$ cat config.mk
export PLATFORM = sky130hd
export DESIGN_NAME = mem_fill_arbiter
export DESIGN_NICKNAME = d
export VERILOG_FILES = /design/src/rtl/mem_fill_arbiter.sv
export SDC_FILE = /design/constraint.sdc
export NUM_CORES = 1
export LEC_CHECK = 0
export CORE_ASPECT_RATIO = 1.75
export CORE_MARGIN = 10
export CORE_UTILIZATION = 31
export CTS_BUF_LIST = sky130_fd_sc_hd__clkbuf_4 sky130_fd_sc_hd__clkbuf_8
export DETAILED_ROUTE_END_ITERATION = 8
export PLACE_DENSITY = 0.88
export SLEW_MARGIN = 0
export SYNTH_ARGS = -nofsm -noshare
export SYNTH_HDL_FRONTEND = slang
export SYNTH_SLANG_ARGS = --single-unit
$ cat constraint.sdc
create_clock -name clk -period 1.6 [get_ports clk]
set_input_delay 0.4 -clock clk [delete_from_list [all_inputs] [get_ports clk]]
set_output_delay 0.4 -clock clk [all_outputs]
set_load 0.01 [all_outputs]
$ cat src/rtl/mem_fill_arbiter.sv
// mem_fill_arbiter: owns the single-ported, fixed-latency main memory and shares it
// between I-cache block fills, D-cache block fills and D-cache write-through stores.
// Also produces the fetch/memory stage stall lines seen by the hazard unit.
// Optional build macro ARB_ROUND_ROBIN_EN: competing I/D fills alternate instead of
// D always winning; stores keep top priority either way.
module mem_fill_arbiter #(
   parameter int WORDS_PER_BLOCK = 8,
   parameter int IDX_W           = 3
) (
   input  logic             clk,
   input  logic             rst_n,
   input  logic             i_miss,
   input  logic [15:0]      i_miss_addr,
   input  logic             d_miss,
   input  logic [15:0]      d_miss_addr,
   input  logic             d_wr,
   input  logic [15:0]      d_wr_addr,
   input  logic [15:0]      d_wr_data,
   output logic             mem_en,
   output logic             mem_wr,
   output logic [15:0]      mem_addr,
   output logic [15:0]      mem_wdata,
   input  logic [15:0]      mem_rdata,
   input  logic             mem_rvalid,
   output logic             fill_we_i,
   output logic             fill_we_d,
   output logic [IDX_W-1:0] fill_word_idx,
   output logic [15:0]      fill_data,
   output logic             tag_we_i,
   output logic             tag_we_d,
   output logic             d_wr_ack,
   output logic             stall_fetch,
   output logic             stall_mem
);

   localparam int CNT_W = IDX_W + 1;
   localparam logic [CNT_W-1:0] CNT_FULL = CNT_W'(WORDS_PER_BLOCK);
   localparam logic [CNT_W-1:0] CNT_LAST = CNT_W'(WORDS_PER_BLOCK - 1);
   localparam logic [15:0]      OFF_MASK = 16'(2 * WORDS_PER_BLOCK - 1);

   localparam logic [1:0] ST_IDLE   = 2'd0;
   localparam logic [1:0] ST_WRITE  = 2'd1;
   localparam logic [1:0] ST_FILL_I = 2'd2;
   localparam logic [1:0] ST_FILL_D = 2'd3;

   logic [1:0]       state;
   logic [CNT_W-1:0] issue_cnt;
   logic [CNT_W-1:0] recv_cnt;
   logic [15:0]      base_addr;
   logic             grant_wr;
   logic             grant_d;
   logic             grant_i;
   logic             in_fill;
   logic             last_word;

`ifdef ARB_ROUND_ROBIN_EN
   logic             last_grant_d;

   // Remember which cache won the most recent fill so a tie goes the other way next time.
   always_ff @(posedge clk) begin
      if (!rst_n) begin
         last_grant_d <= 1'b0;
      end else if (state == ST_IDLE && !grant_wr && (grant_d || grant_i)) begin
         last_grant_d <= grant_d;
      end
   end
`endif

   // Pick the next operation while idle; stores always go first since the pipe waits on them.
   always_comb begin
      grant_wr = 1'b0;
      grant_d  = 1'b0;
      grant_i  = 1'b0;
      if (d_wr) begin
         grant_wr = 1'b1;
      end else if (d_miss && i_miss) begin
`ifdef ARB_ROUND_ROBIN_EN
         if (last_grant_d) begin
            grant_i = 1'b1;
         end else begin
            grant_d = 1'b1;
         end
`else
         grant_d = 1'b1;
`endif
      end else if (d_miss) begin
         grant_d = 1'b1;
      end else if (i_miss) begin
         grant_i = 1'b1;
      end
   end

   assign in_fill   = (state == ST_FILL_I) || (state == ST_FILL_D);
   assign last_word = mem_rvalid && (recv_cnt == CNT_LAST);

   // Main sequencer: latch the block base on a fill grant, count issued and returned words.
   always_ff @(posedge clk) begin
      if (!rst_n) begin
         state     <= ST_IDLE;
         issue_cnt <= '0;
         recv_cnt  <= '0;
         base_addr <= '0;
      end else begin
         case (state)
            ST_IDLE: begin
               issue_cnt <= '0;
               recv_cnt  <= '0;
               if (grant_wr) begin
                  state <= ST_WRITE;
               end else if (grant_d) begin
                  state     <= ST_FILL_D;
                  base_addr <= d_miss_addr & ~OFF_MASK;
               end else if (grant_i) begin
                  state     <= ST_FILL_I;
                  base_addr <= i_miss_addr & ~OFF_MASK;
               end
            end
            ST_WRITE: begin
               state <= ST_IDLE;
            end
            ST_FILL_I, ST_FILL_D: begin
               if (issue_cnt != CNT_FULL) begin
                  issue_cnt <= issue_cnt + 1'b1;
               end
               if (mem_rvalid) begin
                  if (last_word) begin
                     state     <= ST_IDLE;
                     issue_cnt <= '0;
                     recv_cnt  <= '0;
                  end else begin
                     recv_cnt <= recv_cnt + 1'b1;
                  end
               end
            end
            default: begin
               state <= ST_IDLE;
            end
         endcase
      end
   end

   // Memory port drive: a single store beat in WRITE, then back-to-back block reads while filling.
   always_comb begin
      mem_en    = 1'b0;
      mem_wr    = 1'b0;
      mem_addr  = 16'h0000;
      mem_wdata = 16'h0000;
      d_wr_ack  = 1'b0;
      case (state)
         ST_WRITE: begin
            mem_en    = 1'b1;
            mem_wr    = 1'b1;
            mem_addr  = d_wr_addr;
            mem_wdata = d_wr_data;
            d_wr_ack  = 1'b1;
         end
         ST_FILL_I, ST_FILL_D: begin
            if (issue_cnt != CNT_FULL) begin
               mem_en   = 1'b1;
               mem_addr = base_addr + 16'({issue_cnt, 1'b0});
            end
         end
         default: begin
         end
      endcase
   end

   assign fill_we_i     = (state == ST_FILL_I) && mem_rvalid;
   assign fill_we_d     = (state == ST_FILL_D) && mem_rvalid;
   assign tag_we_i      = (state == ST_FILL_I) && last_word;
   assign tag_we_d      = (state == ST_FILL_D) && last_word;
   assign fill_word_idx = recv_cnt[IDX_W-1:0];
   assign fill_data     = mem_rdata;

   assign stall_fetch = i_miss || (state == ST_FILL_I);
   assign stall_mem   = d_miss || (d_wr && !d_wr_ack) || (in_fill && state == ST_FILL_D);

endmodule

==> results.toml, run 1 <==
[finish]
final_layout_size_suffix_gt1_frac = 0.485
diodes = 0
syn_to_final_growth_pct = 104
seq_area_um2 = 455
final_common_cell = "clkdlybuf4s50_1"
layout.nets = 466
utilization = 0.645
final_cell_mix = "clkdlybuf4s50_1, buf_4, nand2_1, buf_6, buf_2"
multi_input_area_um2 = 1440
fillers = 438

[grt]
grt_use_total = 0.150
grt_max_degree = 26
antenna_found_initial = 0
overflow = 0
grt_pass1_wl_um = 11600
grt_pass1_vias = 2510

[sta]
hold_viol_final = 0
setup_viol = 36
slew_headroom = 0.839
fin_ws_ps = -468
fmax_mhz = 484
finalSetupTns_ps = -7910
finalCritPeriodShare = 1.29
hold_ws_ps = 545
drv_slew = 0
timing.final.crit_period_ps = 2070
worst_slew_pin_slew_ps = 239
finClkSkew_ps = 7.80
rsz0062_at_grt = "yes"

[synth]
async_flop_share = 0
synthDominantCellAreaShare = 0.241
synthTopCellsByArea = "dfxtp_1, buf_4, and2_1"
synth.yosys.warnings = 0
yosysUniqueCellTypes = 39
synth_seq_cells = 22
synth_nets = 322
synth_flop_cell = "dfxtp_1"
synth_edf_count = 0
syn-cell-area_um2 = 1830
syn_avg_cell_area_um2 = 7.95
synthCells = 230
yosysTopAreaCell = "dfxtp_1"
ys_seq_area_frac = 0.241

[place]
dp_hpwl_um = 5310
dp_slack_ps = -587
portBuffers = 105
routabilityCongestion = 0.803

[drt]
wl_per_cell_um = 18.3
vias = 2244
firstDrtPassIters = 4
via_per_inst = 4.98
antenna_violating_nets_post_route = 0
drc_errors = 0
routed_wl_um = 8250
drt_iter0_drc = 83

[power]
irDropWorstVdd_uv = 423
leakagePower_uw = 0.00179
p_total_uw = 2200
power_density_nw_per_um2 = 590

[die]
coreArea_um2 = 5790
die_w_um = 78.1
dieArea_um2 = 9490
io_pins = 146
fp-row-count = 37
die_h_um = 122
start_util = 0.316

[run]
max_cap_viol_count = 0

[critical_path]
worstSetupPathType = "reg2out"
critPathLaunchType = "flop"
cp.required_ps = 1200
cp.arrival_ps = 1670
crit_fanout = 3
worst_setup_path_end_kind = "primary output"

[cts]
cts_buffers = 3
clk_latency_ps = 270
path_clk_slew_ps = 90
clockBufferDepth = 2
cts_tree = "built"
cts_sinks = 22
htree_levels = 1
clockRootBuffer = "clkbuf_8"

[outcome]
outcome = "finished, violations left"
violations = "negative setup slack"

[min_path]
hp-class = "reg2reg"
timing repair:
action | 4_1_cts | 5_1_grt
gates cloned | 2 | 4
buffers inserted | 18 | 5
pin swaps | 26 | 29
gates resized for setup | 211 | 94
hold buffers | 0 | 0
setup endpoints to repair | 46 | 57
path summary, 6_finish.rpt:
kind	start	endpoint	slack (ps)	depth (start not counted)
max	issue_cnt[3]$_SDFFE_PN0P_	mem_addr[13]	-470	7
min reg2reg	base_addr[4]$_SDFFE_PN0P_	base_addr[4]$_SDFFE_PN0P_	550	1
min	base_addr[4]$_SDFFE_PN0P_	base_addr[4]$_SDFFE_PN0P_	550	1
max reg2reg	issue_cnt[0]$_SDFFE_PN0P_	issue_cnt[2]$_SDFFE_PN0P_	-10	8
final cells by class:
cell class	count	share of cell area
repair buffers	168	0.428
multi-input cells	169	0.386
flip-flops and latches	22	0.122
well taps	78	0.0261
inverters	8	0.0114
clock buffers	3	0.0111
clock inverters	1	0.00805
repair inverters	2	0.00738
cell usage after synthesis, types with 2 or more instances:
cell,number
inv_2,2
o21ai_1,4
xnor2_1,10
clkbuf_1,3
buf_4,21
a21boi_0,2
buf_2,4
ha_1,6
nor3_1,3
nand4_1,2
a21oi_1,3
dfxtp_1,22
o211a_1,12
a22oi_1,6
and2_1,21
buf_6,4
nor2_1,12
o21ai_0,9
mux2i_1,13
a22o_1,2
nor2b_1,5
nand2_1,34
nand3_1,7
inv_1,6
and3_1,3
critical path, stage by stage, from the launching register on:
cell and delay, ps:
dfxtp_2 360, ha_4 160, nand4_1 170, buf_4 200, nor3_4 130, xnor2_1 80
o21ai_1 130, buf_2 160
kinds of logic after synthesis:
family	Yosys count	synth area share
flops	22	0.241
buf+inv	40	0.144
fa+ha+maj	6	0.0411
xor+xnor	11	0.0527
compound gates	42	0.172
simple gates	96	0.278
mux	13	0.0712
per-stage QoR:
| stage | cells | cell area [um^2] |
|---|---|---|
| 6_report | 451 | 3730 |
| 5_1_grt | 451 | 3730 |
| 4_1_cts | 444 | 3320 |
| 3_5_place_dp | 420 | 3110 |
| 3_3_place_gp | 420 | 3110 |
| 2_1_floorplan | 230 | 1880 |
state kept, by name, summed over array words and instances (netlist names):
signal,cells
recv_cnt,4
base_addr,12
state,2
issue_cnt,4
power by group:
part / internal (uW) / switching, uW / total (uW) / leakage (uW)
clock network: 335 / 201 / 536 / 0.0000357
logic: 598 / 447 / 1040 / 0.00157
registers: 589 / 33.3 / 622 / 0.000184
per-layer routing:
layer  share of wire  vias to the layer above  wire length [um]  global-route usage
li1                -                     1059                 -                   -
met1            0.33                     1050              2690               0.136
met2            0.55                      103              4530               0.292
met3           0.091                       32               754              0.0546
met4           0.033                        0               268              0.0552
met5               0                        -                 0                   0
(Power assumes the default switching activity.)
==> inputs of run 2 (changes only) <==
--- a/config.mk
+++ b/config.mk
@@ -6,7 +6,7 @@
 export NUM_CORES = 1
 export LEC_CHECK = 0
 export CORE_ASPECT_RATIO = 1.75
-export CORE_MARGIN = 10
+export CORE_MARGIN = 2
 export CORE_UTILIZATION = 31
 export CTS_BUF_LIST = sky130_fd_sc_hd__clkbuf_4 sky130_fd_sc_hd__clkbuf_8
 export DETAILED_ROUTE_END_ITERATION = 8
==> run 2 against run 1 <==
The run still ends with negative setup slack left. Utilization down 1.2 points. Final area down 1.9%. Hold slack about the same. Via count down 0.89%. Wire length down 16%. Clock power down 38%. Largest power group unchanged. Worst setup slack better by 26 ps. Clock-buffer cell count unchanged.
==> results.toml, run 2 (synthesis results as in run 1) <==
[sta]
timing.final.crit_period_ps = 2040
hold_viol_final = 0
fin_ws_ps = -442
drv_slew = 0
slew_headroom = 0.816
worst_slew_pin_slew_ps = 274
finalCritPeriodShare = 1.28
finClkSkew_ps = 3.60
setup_viol = 32
rsz0062_at_grt = "yes"
fmax_mhz = 490
finalSetupTns_ps = -7790

[finish]
layout.nets = 473
syn_to_final_growth_pct = 100
seq_area_um2 = 450
top_register = "base_addr"
biggestRegsByFlops = "base_addr (12), issue_cnt (4), recv_cnt (4)"
final_common_cell = "clkdlybuf4s50_1"
multi_input_area_um2 = 1400
utilization = 0.633
final_cell_mix = "clkdlybuf4s50_1, buf_4, buf_6"
fillers = 452
largest_reg_flops = 12
diodes = 0
final_layout_size_suffix_gt1_frac = 0.470

[power]
irDropWorstVdd_uv = 411
power_density_nw_per_um2 = 536
leakagePower_uw = 0.00177

[cts]
clockBufferDepth = 2
clockRootBuffer = "clkbuf_8"
ctsHoldBuffers = 0
clk_latency_ps = 260
htree_levels = 1
cts_sinks = 22
cts_tree = "built"
cts_buffers = 3
path_clk_slew_ps = 70

[critical_path]
cp.arrival_ps = 1640
endpoint = "mem_addr[15]"
worst_path_largest_cell_delay_ps = 360
r2r_setup_slack_ps = 90
r2r_end = "issue_cnt[2]$_SDFFE_PN0P_"
worst_path_max_delay_cell = "dfxtp_2"
rr_startpoint = "issue_cnt[0]$_SDFFE_PN0P_"
worstSetupPathType = "reg2out"
worstRegToRegCells = 8
cp.required_ps = 1200
worst_setup_path_end_kind = "primary output"
crit_chain = "ha_4, nand4_1, buf_4, nor4_4, xnor2_1, o21ai_1, buf_2"
cp-startpoint = "issue_cnt[3]$_SDFFE_PN0P_"
critPathLaunchType = "flop"
crit_fanout = 3

[run]
max_cap_viol_count = 0

[die]
io_pins = 146
dieArea_um2 = 6550
coreArea_um2 = 5790
die_h_um = 106
start_util = 0.316
fp-row-count = 37
die_w_um = 62.1

[drt]
firstDrtPassIters = 5
antenna_violating_nets_post_route = 0
wl_per_cell_um = 15.2
via_per_inst = 4.87
drt_iter0_drc = 59
routed_wl_um = 6930
vias = 2224
drc_errors = 0

[place]
dp_hpwl_um = 4580
routabilityCongestion = 0.839
portBuffers = 105
dp_slack_ps = -581

[grt]
grt_pass1_vias = 2296
grt_pass1_wl_um = 10200
overflow = 0
grt_use_total = 0.205
grt_max_degree = 26
antenna_found_initial = 0

[outcome]
violations = "negative setup slack"
outcome = "finished, violations left"

[min_path]
worstHoldStart = "base_addr[4]$_SDFFE_PN0P_"
hp-class = "reg2reg"
## run 2: routing by layer
metal | vias to the layer above | GRT usage | wire, um | share of wire
met3 | 14 | 0.0270 | 422 | 0.061
li1 | 1067 | - | - | -
met5 | - | 0 | 0 | 0
met1 | 1038 | 0.201 | 2360 | 0.34
met2 | 105 | 0.400 | 4040 | 0.58
met4 | 0 | 0.0669 | 112 | 0.016
## run 2: final cells by class
cell class,instances,share of cell area
timing repair buffer,176,0.444
multi-input combinational,168,0.381
sequential,22,0.123
tap,78,0.0266
clock buffer,3,0.0113
inverter,8,0.0102
timing repair inverter,2,0.00410
## run 2: report_power, final
group | internal, uW | leakage, uW | switching [uW]
sequential | 590 | 0.000184 | 32.2
clock | 168 | 0.0000216 | 164
combinational | 587 | 0.00156 | 422
## run 2: how the worst min path moves through the flow
stage | endpoint | slack (ps) | cells past startpoint
floorplan | base_addr[15]$_SDFFE_PN0P_ | 490 | 1
global placement | base_addr[4]$_SDFFE_PN0P_ | 510 | 1
detailed placement | recv_cnt[3]$_SDFFE_PN0P_ | 540 | 2
finish | base_addr[4]$_SDFFE_PN0P_ | 540 | 1
CTS | base_addr[4]$_SDFFE_PN0P_ | 550 | 1
global route | base_addr[4]$_SDFFE_PN0P_ | 560 | 1
## run 2: critical path, delay by kind of cell, from the launching register on
family	cells	cell delay, ps
compound gates	1	70
xor+xnor	1	160
fa+ha+maj	1	160
buf+inv	2	300
flops	1	360
simple gates	2	330
## run 2: per-stage QoR
step,hold WS (ps),instances,total power [uW],cell area (um^2)
floorplan,492,230,1010,1880
global placement,507,420,1420,3110
detailed placement,540,420,1430,3110
CTS,554,450,1890,3480
global route,558,457,2060,3660
finish,545,457,1960,3660
## run 2: timing repair
action,CTS,global route
gates cloned,2,1
buffers inserted,25,7
gates resized for setup,237,39
pin swaps,31,24
endpoints found under the setup margin,46,46
